File: src/rtl/lsq_mem_scheduler.sv
// In-order load/store scheduler: DEPTH-entry circular FIFO feeding a single-ported cache.
// Latency: accept at T -> ready_out at T+MEM_LATENCY+2 (FIFO empty and idle).
// Backpressure: stall_out while the FIFO is full; requests presented while stalled are ignored.
// Optional LSQ_STORE_ACK_EN: stores also produce a ready_out pulse carrying the store data.
module lsq_mem_scheduler #(
    parameter int DEPTH       = 8,
    parameter int MEM_LATENCY = 2
) (
    input  logic        clk,
    input  logic        rst_n,
    input  logic [31:0] addr_in,
    input  logic [31:0] data_in,
    input  logic        rw_in,
    input  logic [3:0]  id_in,
    input  logic        valid_in,
    output logic [31:0] data_out,
    output logic [3:0]  id_out,
    output logic        ready_out,
    output logic        stall_out,
    output logic [31:0] mem_addr_out,
    output logic [31:0] mem_data_out,
    output logic        mem_rw_out,
    input  logic [31:0] mem_rdata_in
);

    localparam int PW = $clog2(DEPTH);
    localparam int CW = PW + 1;
    localparam int LW = (MEM_LATENCY > 1) ? $clog2(MEM_LATENCY) : 1;

`ifdef LSQ_STORE_ACK_EN
    localparam bit STORE_ACK = 1'b1;
`else
    localparam bit STORE_ACK = 1'b0;
`endif

    typedef struct packed {
        logic [31:0] addr;
        logic [31:0] data;
        logic        rw;
        logic [3:0]  id;
    } req_t;

    typedef enum logic [1:0] {IDLE, ACCESS, RESPOND} state_t;

    req_t          fifo_q [DEPTH];
    logic [PW-1:0] head_q, tail_q;
    logic [CW-1:0] count_q;
    state_t        state_q, state_nxt;
    logic [LW-1:0] lat_q;
    logic          issue_rw_q;
    logic [3:0]    issue_id_q;
    logic          push, pop, latch_issue, capture;

    // A same-cycle pop never frees a slot for an enqueue while full.
    assign stall_out = (count_q == CW'(DEPTH));
    assign push      = valid_in && !stall_out;
    assign capture   = (state_q == ACCESS) && (lat_q == '0) && (!issue_rw_q || STORE_ACK);

    always_comb begin
        state_nxt   = state_q;
        pop         = 1'b0;
        latch_issue = 1'b0;
        ready_out   = 1'b0;
        mem_rw_out  = 1'b0;
        case (state_q)
            IDLE: begin
                if (count_q != '0) begin
                    latch_issue = 1'b1;
                    state_nxt   = ACCESS;
                end
            end
            ACCESS: begin
                if (lat_q == '0) begin
                    mem_rw_out = issue_rw_q;
                    // Unacknowledged stores retire straight from the final access cycle.
                    if (issue_rw_q && !STORE_ACK) begin
                        pop       = 1'b1;
                        state_nxt = IDLE;
                    end else begin
                        state_nxt = RESPOND;
                    end
                end
            end
            RESPOND: begin
                ready_out = 1'b1;
                pop       = 1'b1;
                state_nxt = IDLE;
            end
            default: state_nxt = IDLE;
        endcase
    end

    always_ff @(posedge clk) begin
        if (push) begin
            fifo_q[tail_q] <= '{addr: addr_in, data: data_in, rw: rw_in, id: id_in};
        end
    end

    always_ff @(posedge clk) begin
        if (!rst_n) begin
            head_q       <= '0;
            tail_q       <= '0;
            count_q      <= '0;
            state_q      <= IDLE;
            lat_q        <= '0;
            issue_rw_q   <= 1'b0;
            issue_id_q   <= '0;
            data_out     <= '0;
            id_out       <= '0;
            mem_addr_out <= '0;
            mem_data_out <= '0;
        end else begin
            state_q <= state_nxt;
            if (push) begin
                tail_q <= tail_q + 1'b1;
            end
            if (pop) begin
                head_q <= head_q + 1'b1;
            end
            count_q <= count_q + CW'(push) - CW'(pop);
            if (latch_issue) begin
                mem_addr_out <= fifo_q[head_q].addr;
                mem_data_out <= fifo_q[head_q].data;
                issue_rw_q   <= fifo_q[head_q].rw;
                issue_id_q   <= fifo_q[head_q].id;
                lat_q        <= LW'(MEM_LATENCY - 1);
            end else if (state_q == ACCESS && lat_q != '0) begin
                lat_q <= lat_q - 1'b1;
            end
            if (capture) begin
                data_out <= issue_rw_q ? mem_data_out : mem_rdata_in;
                id_out   <= issue_id_q;
            end
        end
    end

endmodule

File: config.mk
export PLATFORM = sky130hd
export DESIGN_NAME = lsq_mem_scheduler
export DESIGN_NICKNAME = d
export VERILOG_FILES = /design/src/rtl/lsq_mem_scheduler.sv
export SDC_FILE = /design/constraint.sdc
export NUM_CORES = 1
export LEC_CHECK = 0
export ABC_AREA = 1
export CAP_MARGIN = 20
export CORE_ASPECT_RATIO = 1.4
export CORE_MARGIN = 3
export CORE_UTILIZATION = 45
export DETAILED_ROUTE_END_ITERATION = 16
export HOLD_SLACK_MARGIN = 0.12
export PLACE_DENSITY = 0.72
export SLEW_MARGIN = 10
export SYNTH_ARGS = -nofsm -noshare
export SYNTH_HDL_FRONTEND = slang
export SYNTH_SLANG_ARGS = --single-unit
File: constraint.sdc
create_clock -name clk -period 7.45 [get_ports clk]
set_clock_uncertainty 0.1 [all_clocks]
set_input_delay 0.745 -clock clk [delete_from_list [all_inputs] [get_ports clk]]
set_output_delay 0.745 -clock clk [all_outputs]
set_load 0.02 [all_outputs]
Word-level counts from Yosys, hierarchy flattened

Memory sizes are Yosys's and may differ from the RTL's. A register that Yosys moved wholly into a read port is not among the register bits.
Index checks and enable logic that the tools add are counted.
W data, S select, Z words.

Memory bits (read-only): 0
Memories: 1
Input bits: 104
Latch bits: 0
Output and inout port bits: 103
RAM bits: 552
Bits in registers: 49

Memory list:

| memory | words | width | rd ports | clocked after memory_dff | wr ports | RTL line | RTL |
|---|---|---|---|---|---|---|---|
| fifo_q | 8     | 69    | 1        | 1                        | 1        | 45       | `req_t fifo_q [DEPTH];` |

Muxes and demuxes: 17
Shift operators: 0
Divide/modulo/power cells: 0
Bitwise gates (word level): 1
$mul: 0
Reduce and logical (&&, ||, !) cells: 11
Eq/ne operators: 5
Order comparisons: 0
$add $sub $neg: 5

Operator list:

| operator              | count |
|---|---|
| $mux W32              | 1 |
| $mux W1               | 11 |
| $add A3 B1 Y3 const B | 2 |
| $mux W2               | 3 |
| $add A4 B1 Y4         | 1 |
| $eq A4 B4 Y1 const B  | 1 |
| $logic_and A1 B1 Y1   | 4 |
| $ne A2 B2 Y1 const B  | 2 |
| $pmux W2 S2           | 1 |
| $reduce_bool A4 Y1    | 1 |
| $sub A4 B1 Y4         | 1 |
| $logic_not A1 Y1      | 3 |
| $eq A2 B1 Y1 const B  | 1 |
| $eq A2 B2 Y1 const B  | 1 |
| $logic_not A2 Y1      | 1 |
| $pmux W1 S2           | 1 |
| $reduce_and A2 Y1     | 1 |
| $reduce_bool A2 Y1    | 1 |
| $not A1 Y1            | 1 |
| $sub A1 B1 Y1 const B | 1 |

Logic depth before layout (Yosys ltp)

Gate-level depths: netlist of run 1.

Depth after elaboration: 5
Depth in mapped cells: 15

Worst setup path before layout of run 1

No wires, ideal clock.

Kind: input to register
Start: input port valid_in
End: memory fifo_q[1][0] in the netlist's numbering (enable)
Data required time: 6.854 ns
Path slack: 2.934 ns
Data arrival time: 3.919 ns
Stages on the path: 4
Setup time: 0.496 ns
Path through: nand2_1 -> nor2_1 -> inv_1 -> nor2_1

Longest elaborated chain between the ends: 3

Ends and longest elaborated chain:

| item                          | RTL line | RTL |
|---|---|---|
| from (decl)                   | 15       | `input logic valid_in,` |
| $logic_and A1 B1 Y1           | 56       | `assign push = valid_in && !stall_out;` |
| $mux W1                       | 94       | `if (push) begin` |
| $mux W1 (not written as such) | 95       | `fifo_q[tail_q] <= '{addr: addr_in, data: data_in, rw: rw_in, id: id_in};` |
| to (decl)                     | 45       |  |

Every way passes these cells.

Worst setup path in the final report of run 1

Start: register count_q[2]
End: memory fifo_q[6][13] in the netlist's numbering (enable)

Longest elaborated chain between the ends: 5

Ends and longest elaborated chain:

| item                          | RTL line | RTL |
|---|---|---|
| from (decl)                   | 47       | `logic [CW-1:0] count_q;` |
| from (signal assigned)        | 120      | `count_q <= count_q + CW'(push) - CW'(pop);` |
| $eq A4 B4 Y1                  | 55       | `assign stall_out = (count_q == CW'(DEPTH));` |
| $logic_not A1 Y1              | 56       |  |
| $logic_and A1 B1 Y1           | 56       |  |
| $mux W1                       | 94       |  |
| $mux W1 (not written as such) | 95       |  |

Every way passes these cells.

==> impl_metrics.ini, run 1 <==
[run_status]
status = completed

[job]
drv_cap = 0

[grt]
gr-usage-met3_pct = 3.73
met1_usage_pct = 23.7
grt-ovfl-total = 0
met2_usage_pct = 33.8
antenna_found_initial = 8
grtUsageTotal_pct = 19.1
grt_pass1_wl_um = 98500
grt-busiest-layer = met2
grt_max_degree = 187
grt_pass1_vias = 18100

[yosys]
synthTopCellsByArea = edfxtp_1 (59%), nand2_1 (9.5%), dfxtp_1 (8.4%)
synth_nets = 2900
post-synth-top-area-fraction_pct = 59.2
ys_ff_latch = 670
synth.distinct_cells = 24
syn_area_sq_um = 28000
yosysWarnings = 0
synth_top_area_cell = edfxtp_1
synth_area_per_cell_sq_um = 10.1
synthCells = 2784
ys_seq_area_share_pct = 67.6

[pwr]
p_seq_share_pct = 47.5
intPower_mw = 6.91
power.density_nw_per_um2 = 300
power_switching_mw = 2.89
pwr-share-clk_pct = 31.2
share_comb_of_total_power_pct = 21.4
p_total_mw = 9.79
p_sw_share_pct = 29.5
ir_worst_vdd_mv = 0.200
p_leak_nw = 13.7

[clocking]
cts_tree = yes
htreeDepth = 2
cts.sinks = 670
cts_setup_buffers = 0
clk_latency_ns = 0.62
clock_path_buffers = 3
clkTransAtPathRegs_ns = 0.07
cts_resized = 0
cts_made_buffers = 58
cts_root_buffer = clkbuf_16
ctsHoldBuffers = 0

[worst_setup_path]
cp_max_fo = 41
cp_cell_sequence = inv_1 -> ha_1 -> nand3_1 -> nand3_1 -> nor2_4 -> buf_4
crit_path_top_delay_cell = nor2_4
critPathKind = reg -> reg
startpoint_type = flop
max_stage_delay_ns = 0.87
required_ns = 7.59
crit_buf_inv = 2
end_kind = flop
path_delay_family = simple AND/OR/NAND/NOR gates
cp.arrival_ns = 3.30
cpMostUsedCell = nand3_1

[place]
numPortBuffers = 206
gp_congestion = 0.773
hpwlAfterDp_um = 35600

[route]
ant_nets = 0
dr.first_iter.drc_count = 1343
wirelength_um = 63300
drc = 0
wl_per_cell_um = 16.7
vias = 18700
drtPass1Iterations = 5
routed_via_density = 4.94

[sta]
rsz0062_at_grt = false
worst_slew_pin_slew_ns = 1.18
max_freq_mhz = 317
setup_viol = 0
period_minus_slack_ns = 3.16
finalCritPeriodShare_pct = 42.4
report.final.slew_viol_count = 0
slew-limit-headroom_pct = 21.4
setup_tns_ns = 0
finalHoldViolCount = 0

[finish]
area_growth_pct = 16.5
drive_gt1_share_pct = 4.47
fillers = 5201
layout_common_cells = nand2_1 (707), inv_1 (576), edfxtp_1 (552)
layout_commonest_cell = nand2_1
nNetsFinal = 3041

[floorplan]
initial_core_util_pct = 45.8
ios = 207
fp.dieW_um = 217
rows = 107
coreArea_sq_um = 61200
fp.dieH_um = 301
dieArea_sq_um = 65300

[min_path]
hp-class = reg -> reg
per-stage QoR:
step	area, sq um	hold slack [ns]	setup WS [ns]	std cells	utilization, %
after CTS	32600	0.349	4.11	3789	53.3
after detailed placement	30700	0.334	3.59	3680	50.1
after floorplan	28000	0.320	2.93	2784	-
after global placement	30600	0.329	3.56	3678	50.0
after global routing	32600	0.369	4.05	3793	53.4
final	32700	0.345	4.29	3797	53.4
metal layers:
layer	wire length (um)	part of all wire (%)
met5	27	0.043
met4	1610	2.5
met3	3890	6.1
met2	31800	50
met1	26100	41
sequential cells by signal (all words and copies together) (netlist names):
| register | cells |
|---|---|
| fifo_q | 552 |
| data_out | 32 |
| mem_addr_out | 32 |
| mem_data_out | 32 |
| count_q | 4 |
| id_out | 4 |
| issue_id_q | 4 |
| head_q | 3 |
| tail_q | 3 |
| state_q | 2 |
| issue_rw_q | 1 |
| lat_q | 1 |
worst register-to-register path: cells and delay by family, from the launching register on:
family | cells | cell delay [ns]
adder cells (fa/ha/maj) | 1 | 0.19
AND/OR/NAND/NOR | 3 | 1.40
buffers and inverters | 2 | 0.77
flip-flops | 1 | 0.31
logic make-up (layout without fill, tap and decap cells):
logic type                 after synthesis  count (layout)  synth area share [%]
DFF                                    670             670                  67.6
and+or+nand+nor                       1147            1147                  17.3
buffers and inverters                  731             921                  10.4
adders and majority gates               12              12                 0.563
xor gates and xnor gates                 2               2                0.0625
other                                    0               6                     0
AOI/OAI and AO/OA                      222             222                  4.12
area by class of cell:
class	count	area, sq um	share of cell area, %
Antenna cell	6	15.0	0.0460
Clock buffer	68	1510	4.62
Clock inverter	41	424	1.30
Inverter	583	2200	6.74
Multi-Input combinational cell	1383	6220	19.1
Sequential cell	670	18900	58.0
Tap cell	817	1020	3.13
Timing Repair Buffer	229	2310	7.07
Yosys cell counts:
cell type,count
buf_6,3
inv_1,576
inv_2,6
clkbuf_1,40
buf_2,91
xnor2_1,1
o21ai_0,105
xor2_1,1
edfxtp_1,552
dfxtp_1,118
nor2_1,17
buf_4,9
ha_1,11
a31oi_1,32
nand3_1,420
fa_1,1
a21oi_1,80
nand4_1,1
inv_4,1
nand2_1,707
o21ai_1,4
o21bai_1,1
nor3_1,2
buf_1,5
final timing paths:
| kind | slack (ns) | to | startpoint | cells after the start |
|---|---|---|---|---|
| setup / recovery | 4.29 | fifo_q[6][13]$_DFFE_PP_ | count_q[2]$_SDFF_PN0_ | 6 |
| hold / removal | 0.35 | id_out[2]$_SDFFE_PN0P_ | issue_id_q[2]$_SDFFE_PN0P_ | 2 |
| setup reg to reg | 4.29 | fifo_q[6][13]$_DFFE_PP_ | count_q[2]$_SDFF_PN0_ | 6 |
| hold reg to reg | 0.35 | id_out[2]$_SDFFE_PN0P_ | issue_id_q[2]$_SDFFE_PN0P_ | 2 |
power groups by stage:
stage,clock (mW),combinational [mW],sequential (mW)
6_report,3.05,2.09,4.65
2_1_floorplan,0,1.10,4.91
3_3_place_gp,0,2.07,4.73
5_1_grt,3.25,2.34,4.69
3_5_place_dp,0,2.11,4.73
4_1_cts,3.11,2.12,4.65
Note: power is estimated with default switching activity, not from simulation.
==> run 2: changes to the inputs <==
--- a/config.mk
+++ b/config.mk
@@ -12,7 +12,7 @@
 export CORE_UTILIZATION = 45
 export DETAILED_ROUTE_END_ITERATION = 16
 export HOLD_SLACK_MARGIN = 0.12
-export PLACE_DENSITY = 0.72
+export PLACE_DENSITY = 0.74
 export SLEW_MARGIN = 10
 export SYNTH_ARGS = -nofsm -noshare
 export SYNTH_HDL_FRONTEND = slang
==> constraint.sdc (replaced) <==
create_clock -name clk -period 2.7 [get_ports clk]
set_clock_uncertainty 0.1 [all_clocks]
set_input_delay 0.27 -clock clk [delete_from_list [all_inputs] [get_ports clk]]
set_output_delay 0.27 -clock clk [all_outputs]
set_load 0.02 [all_outputs]
==> run 2 against run 1 <==
Net effect: critical path depth is 1 lower; cell count is 1.6% higher; highest routed layer unchanged; count of clock-buffer cells in the layout is 24 higher; largest power group unchanged.
==> impl_metrics.ini, run 2 (synthesis results as in run 1) <==
[run_status]
status = completed

[finish]
drive_gt1_share_pct = 5.40
largest_reg_flops = 552
nNetsFinal = 3098
stdcell_area_sq_um = 33500
area_growth_pct = 19.5
fin_util_pct = 54.7
layout_common_cells = nand2_1 (707), inv_1 (576), edfxtp_1 (552)
regMostFlops = fifo_q
layout_commonest_cell = nand2_1
layout.cells.non_filler = 3859
fillers = 5082

[clocking]
cts_made_buffers = 66
clock_path_buffers = 3
cts.sinks = 670
cts_root_buffer = clkbuf_16
htreeDepth = 3
cts_tree = yes
clk_latency_ns = 0.61
cts_setup_buffers = 0
clkTransAtPathRegs_ns = 0.06

[sta]
worst_slack_ns = 0.272
finalHoldViolCount = 0
period_minus_slack_ns = 2.43
slew-limit-headroom_pct = 45.9
whs_ns = 0.162
rsz0062_at_grt = false
report.final.slew_viol_count = 0
worst_slew_pin_slew_ns = 0.812
finalCritPeriodShare_pct = 89.9
max_freq_mhz = 412
setup_viol = 0

[worst_setup_path]
critPathKind = reg -> out
startpoint_type = flop
cp.arrival_ns = 2.06
max_stage_delay_ns = 0.63
cp_max_fo = 3
end_kind = output port
cp_cell_sequence = inv_1 -> ha_1 -> nand3_1 -> inv_1 -> clkdlybuf4s50_1
required_ns = 2.33
crit_path_top_delay_cell = clkdlybuf4s50_1
cpMostUsedCell = inv_1

[job]
drv_cap = 0

[pwr]
power_switching_mw = 8.21
share_comb_of_total_power_pct = 21.9
p_leak_nw = 14.1
p_sw_share_pct = 29.3
p_seq_share_pct = 45.8
pwr-share-clk_pct = 32.4
power.density_nw_per_um2 = 838
intPower_mw = 19.8
ir_worst_vdd_mv = 0.505

[route]
vias = 19000
drc = 0
wirelength_um = 65400
drtPass1Iterations = 5
dr.first_iter.drc_count = 1563
ant_nets = 0
wl_per_cell_um = 16.9
routed_via_density = 4.93

[place]
hpwlAfterDp_um = 38500
numPortBuffers = 206
gp_congestion = 0.770
dpl.cell_count = 3707
preCtsSetupSlack_ns = 0.348
placedInstanceArea_sq_um = 31100

[floorplan]
coreArea_sq_um = 61200
rows = 107
fp.dieH_um = 301
fp.dieW_um = 217
ios = 207
initial_core_util_pct = 45.8
dieArea_sq_um = 65300

[grt]
grt_pass1_wl_um = 102000
grtUsageTotal_pct = 19.9
grt_pass1_vias = 18600
grt-ovfl-total = 0
antenna_found_initial = 9
grt_max_degree = 145

[min_path]
hp-class = in -> reg
[run 2: cell types whose count changed in the layout (fill, tap and decap cells not counted), moves of 3 or more]
cell,change
dlygate4sd3_1,+24
buf_12,+17
clkbuf_16,+12
clkbuf_1,+11
buf_4,+10
clkinv_1,-4
clkinv_2,+4
clkinv_4,-4
bufinv_16,-3
clkinvlp_4,-3
[run 2: power groups by stage]
stage               logic (mW)  clock network, mW  registers [mW]
detailed placement        6.14                  0            13.1
finish                    6.13               9.08            12.8
CTS                       6.19               9.29            12.8
global route              6.76               9.70            12.9
floorplan                 3.05                  0            13.5
global placement          6.03                  0            13.0
[run 2: timing repair]
item	CTS	global route
resized for setup	0	0
hold buffers	24	0
endpoints found under the hold margin	57	0
[run 2: final timing paths]
path / to / from / slack, ns / cells after the start
setup / recovery: stall_out / count_q[2]$_SDFF_PN0_ / 0.27 / 5
hold / removal: data_out[2]$_SDFFE_PN0P_ / mem_rdata_in[2] / 0.16 / 3
setup reg to reg: count_q[2]$_SDFF_PN0_ / state_q[0]$_SDFFE_PN0P_ / 0.35 / 11
hold reg to reg: id_out[3]$_SDFFE_PN0P_ / id_out[3]$_SDFFE_PN0P_ / 0.38 / 2
[run 2: metal layers]
metal | share of wire [%] | GRT usage, % | up-vias
met1 | 40 | 24.2 | 8991
li1 | - | - | 9357
met2 | 51 | 35.5 | 545
met4 | 2.7 | 7.24 | 6
met5 | 0.072 | 0 | -
met3 | 6.0 | 3.46 | 131
[run 2: per-stage QoR]
step	TNS, ns	power, mW
2_1_floorplan	-240.32	16.6
3_3_place_gp	0	19.1
3_5_place_dp	0	19.2
4_1_cts	0	28.3
5_1_grt	0	29.4
6_report	0	28.1
[run 2: critical path: cells and delay by family (launching register included)]
family                   cells  cell delay (ns)
AND/OR/NAND/NOR              1             0.13
adder cells (fa/ha/maj)      1             0.17
flip-flops                   1             0.29
buffers and inverters        3             0.87
[run 2: layout make-up]
type	instances	area, sq um	share of cell area, %
flip-flops and latches	670	18900	56.6
multi-input cells	1383	6220	18.6
repair buffers	278	2910	8.69
inverters	583	2200	6.58
clock buffers	92	1860	5.57
well taps	817	1020	3.05
clock inverters	30	295	0.882
diodes	6	15.0	0.0448
==> run 3: changes to the inputs <==
--- a/config.mk
+++ b/config.mk
@@ -5,14 +5,13 @@
 export SDC_FILE = /design/constraint.sdc
 export NUM_CORES = 1
 export LEC_CHECK = 0
-export ABC_AREA = 1
 export CAP_MARGIN = 20
 export CORE_ASPECT_RATIO = 1.4
 export CORE_MARGIN = 3
 export CORE_UTILIZATION = 45
 export DETAILED_ROUTE_END_ITERATION = 16
 export HOLD_SLACK_MARGIN = 0.12
-export PLACE_DENSITY = 0.74
+export PLACE_DENSITY = 0.75
 export SLEW_MARGIN = 10
 export SYNTH_ARGS = -nofsm -noshare
 export SYNTH_HDL_FRONTEND = slang
==> constraint.sdc (replaced) <==
create_clock -name clk -period 2.05 [get_ports clk]
set_clock_uncertainty 0.1 [all_clocks]
set_input_delay 0.205 -clock clk [delete_from_list [all_inputs] [get_ports clk]]
set_output_delay 0.205 -clock clk [all_outputs]
set_load 0.02 [all_outputs]
==> run 3 against run 2 <==
Net effect: total power up 32%; register-to-register slack worse by 0.56 ns; first-iteration DRC count down 8.8%; sequential share of layout area up 0.075 points; hold slack better by 0.074 ns; synthesized cell count down 43%; final area down 0.15%; global-route usage up 0.71 points; critical path depth up 6; combinational power up 46%; the flow now finishes with violations (setup timing); count of clock-buffer cells in the layout down 7; critical path type is now reg -> reg.
==> impl_metrics.ini, run 3 <==
[clocking]
clk_latency_ns = 0.63
htreeDepth = 2
clock_path_buffers = 3
cts.sinks = 670
cts_tree = yes
cts_root_buffer = clkbuf_16
clkTransAtPathRegs_ns = 0.07
cts_made_buffers = 58

[finish]
fin_util_pct = 60.1
multi_input_area_sq_um = 6020
nNetsFinal = 2062
drive_gt1_share_pct = 15.7
fillers = 3843
largest_reg_flops = 552
stdcell_area_sq_um = 33400
regArea_sq_um = 18900
layout_common_cells = edfxtp_1 (552), mux2i_1 (277), clkdlybuf4s50_1 (201)
regMostFlops = fifo_q
layout_commonest_cell = edfxtp_1
area_growth_pct = 31.1

[sta]
slew-limit-headroom_pct = 67.8
setup_tns_ns = -36.13
worst_slew_pin_slew_ns = 0.482
max_freq_mhz = 443
period_minus_slack_ns = 2.26
setup_viol = 464
report.final.slew_viol_count = 0
finalHoldViolCount = 0
whs_ns = 0.236
rsz0062_at_grt = true
worst_slack_ns = -0.208
finalCritPeriodShare_pct = 110

[worst_setup_path]
required_ns = 2.46
reg2reg_setup_slack_ns = -0.21
rr_endpoint = count_q[2]$_SDFF_PN0_
end_kind = flop
reg2regPathDepth = 11
cp_max_fo = 2
critPathKind = reg -> reg
worstSetupEndpoint = count_q[2]$_SDFF_PN0_
crit_start = state_q[1]$_SDFFE_PN0P_
startpoint_type = flop
cp.arrival_ns = 2.67
rr_startpoint = state_q[1]$_SDFFE_PN0P_

[yosys]
synth_edf_count = 552
synth_nets = 1690
syn_area_sq_um = 25500
synth_area_per_cell_sq_um = 16.2
synth_common_cells = edfxtp_1 (552), mux2i_1 (277), nand2_1 (147), a22oi_1 (140), dfxtp_1 (118)
yosysWarnings = 0
synth_top_area_cell = edfxtp_1
synthFlopType = edfxtp_1
post-synth-top-area-fraction_pct = 65.0
ys_seq_area_share_pct = 74.3
synthTopCellsByArea = edfxtp_1 (65%), mux2i_1 (11%), dfxtp_1 (9.3%)
synthArstFlopShare_pct = 0
ys_ff_latch = 670
synth.distinct_cells = 36
synthCells = 1574
synth_most_common_cell = edfxtp_1

[route]
routed_via_density = 5.68
dr.first_iter.drc_count = 1425
drtPass1Iterations = 6
wirelength_um = 67700
vias = 15500
drc = 0
ant_nets = 0
wl_per_cell_um = 24.8

[floorplan]
coreArea_sq_um = 55600
ios = 207
rows = 102
initial_core_util_pct = 45.8
dieArea_sq_um = 59600
fp.dieH_um = 288
fp.dieW_um = 207

[place]
gp_congestion = 0.773
placedInstanceArea_sq_um = 28800
hpwlAfterDp_um = 33900
numPortBuffers = 206
preCtsSetupSlack_ns = -0.236

[grt]
antenna_found_initial = 4
grt_max_degree = 64
grt-ovfl-total = 0
grt_pass1_wl_um = 95000
grt_pass1_vias = 15700
grtUsageTotal_pct = 20.6

[pwr]
ir_worst_vdd_mv = 0.929
power.density_nw_per_um2 = 1110
p_leak_nw = 11.0

[run_status]
violations = setup timing
status = complete, but fails checks

[min_path]
hp-class = in -> reg

[job]
drv_cap = 0
-- run 3: logic make-up after synthesis --
| logic type | count (synthesis) | share of synthesized area [%] |
|---|---|---|
| buffers and inverters | 106 | 2.95 |
| and+or+nand+nor | 182 | 2.99 |
| DFF | 670 | 74.3 |
| AOI/OAI and AO/OA | 322 | 8.13 |
| adders and majority gates | 12 | 0.618 |
| xor gates and xnor gates | 5 | 0.172 |
| muxes | 277 | 10.9 |
-- run 3: layer usage --
metal	share of wire, %	global-route usage (%)
met1	36	24.7
met3	7.4	3.54
met5	0.041	0
met4	3.7	6.25
met2	53	37.9
-- run 3: final cells by class --
class | instances | area share (%)
Antenna cell | 2 | 0.0150
Clock buffer | 85 | 5.27
Clock inverter | 25 | 0.692
Inverter | 9 | 0.101
Multi-Input combinational cell | 798 | 18.0
Sequential cell | 670 | 56.7
Tap cell | 728 | 2.72
Timing Repair Buffer | 409 | 16.5
-- run 3: worst max-delay path: stages (launching register included) --
cell and delay [ns]:
dfxtp_2 0.33, inv_2 0.05, ha_4 0.15, and3b_2 0.20, o21ai_2 0.17, inv_2 0.07
ha_4 0.26, inv_2 0.04, ha_4 0.15, fa_2 0.33, xor2_1 0.14, and2_1 0.15
-- run 3: how the worst min path moves through the flow --
stage                          startpoint                      end  cells past startpoint
2_1_floorplan                    id_in[0]   fifo_q[0][0]$_DFFE_PP_                      0
3_3_place_gp   issue_id_q[0]$_SDFFE_PN0P_   id_out[0]$_SDFFE_PN0P_                      2
3_5_place_dp   issue_id_q[0]$_SDFFE_PN0P_   id_out[0]$_SDFFE_PN0P_                      2
4_1_cts                          id_in[2]   fifo_q[5][2]$_DFFE_PP_                      1
5_1_grt                       data_in[16]  fifo_q[2][21]$_DFFE_PP_                      1
6_report                      addr_in[30]  fifo_q[3][67]$_DFFE_PP_                      1
-- run 3: repair_timing --
| item | in CTS | in global routing |
|---|---|---|
| endpoints found under the hold margin | 72 | 0 |
| buffers inserted | 38 | 23 |
| pin swaps | 13 | 15 |
| gates cloned | 32 | 31 |
| endpoints found under the setup margin | 405 | 558 |
| hold buffers | 33 | 0 |
| resized for setup | 109 | 56 |
-- run 3: metrics by stage --
| step | std cells | power (mW) |
|---|---|---|
| 2_1_floorplan | 1574 | 21.6 |
| 3_3_place_gp | 2480 | 24.6 |
| 3_5_place_dp | 2480 | 24.9 |
| 4_1_cts | 2692 | 37.0 |
| 5_1_grt | 2725 | 38.5 |
| 6_report | 2726 | 37.2 |
-- run 3: power breakdown --
group | total [mW] | leakage, nW | internal, mW | switching (mW)
clock | 11.4 | 0.997 | 6.39 | 4.99
combinational | 8.92 | 4.04 | 3.95 | 4.97
sequential | 16.9 | 5.98 | 16.2 | 0.637
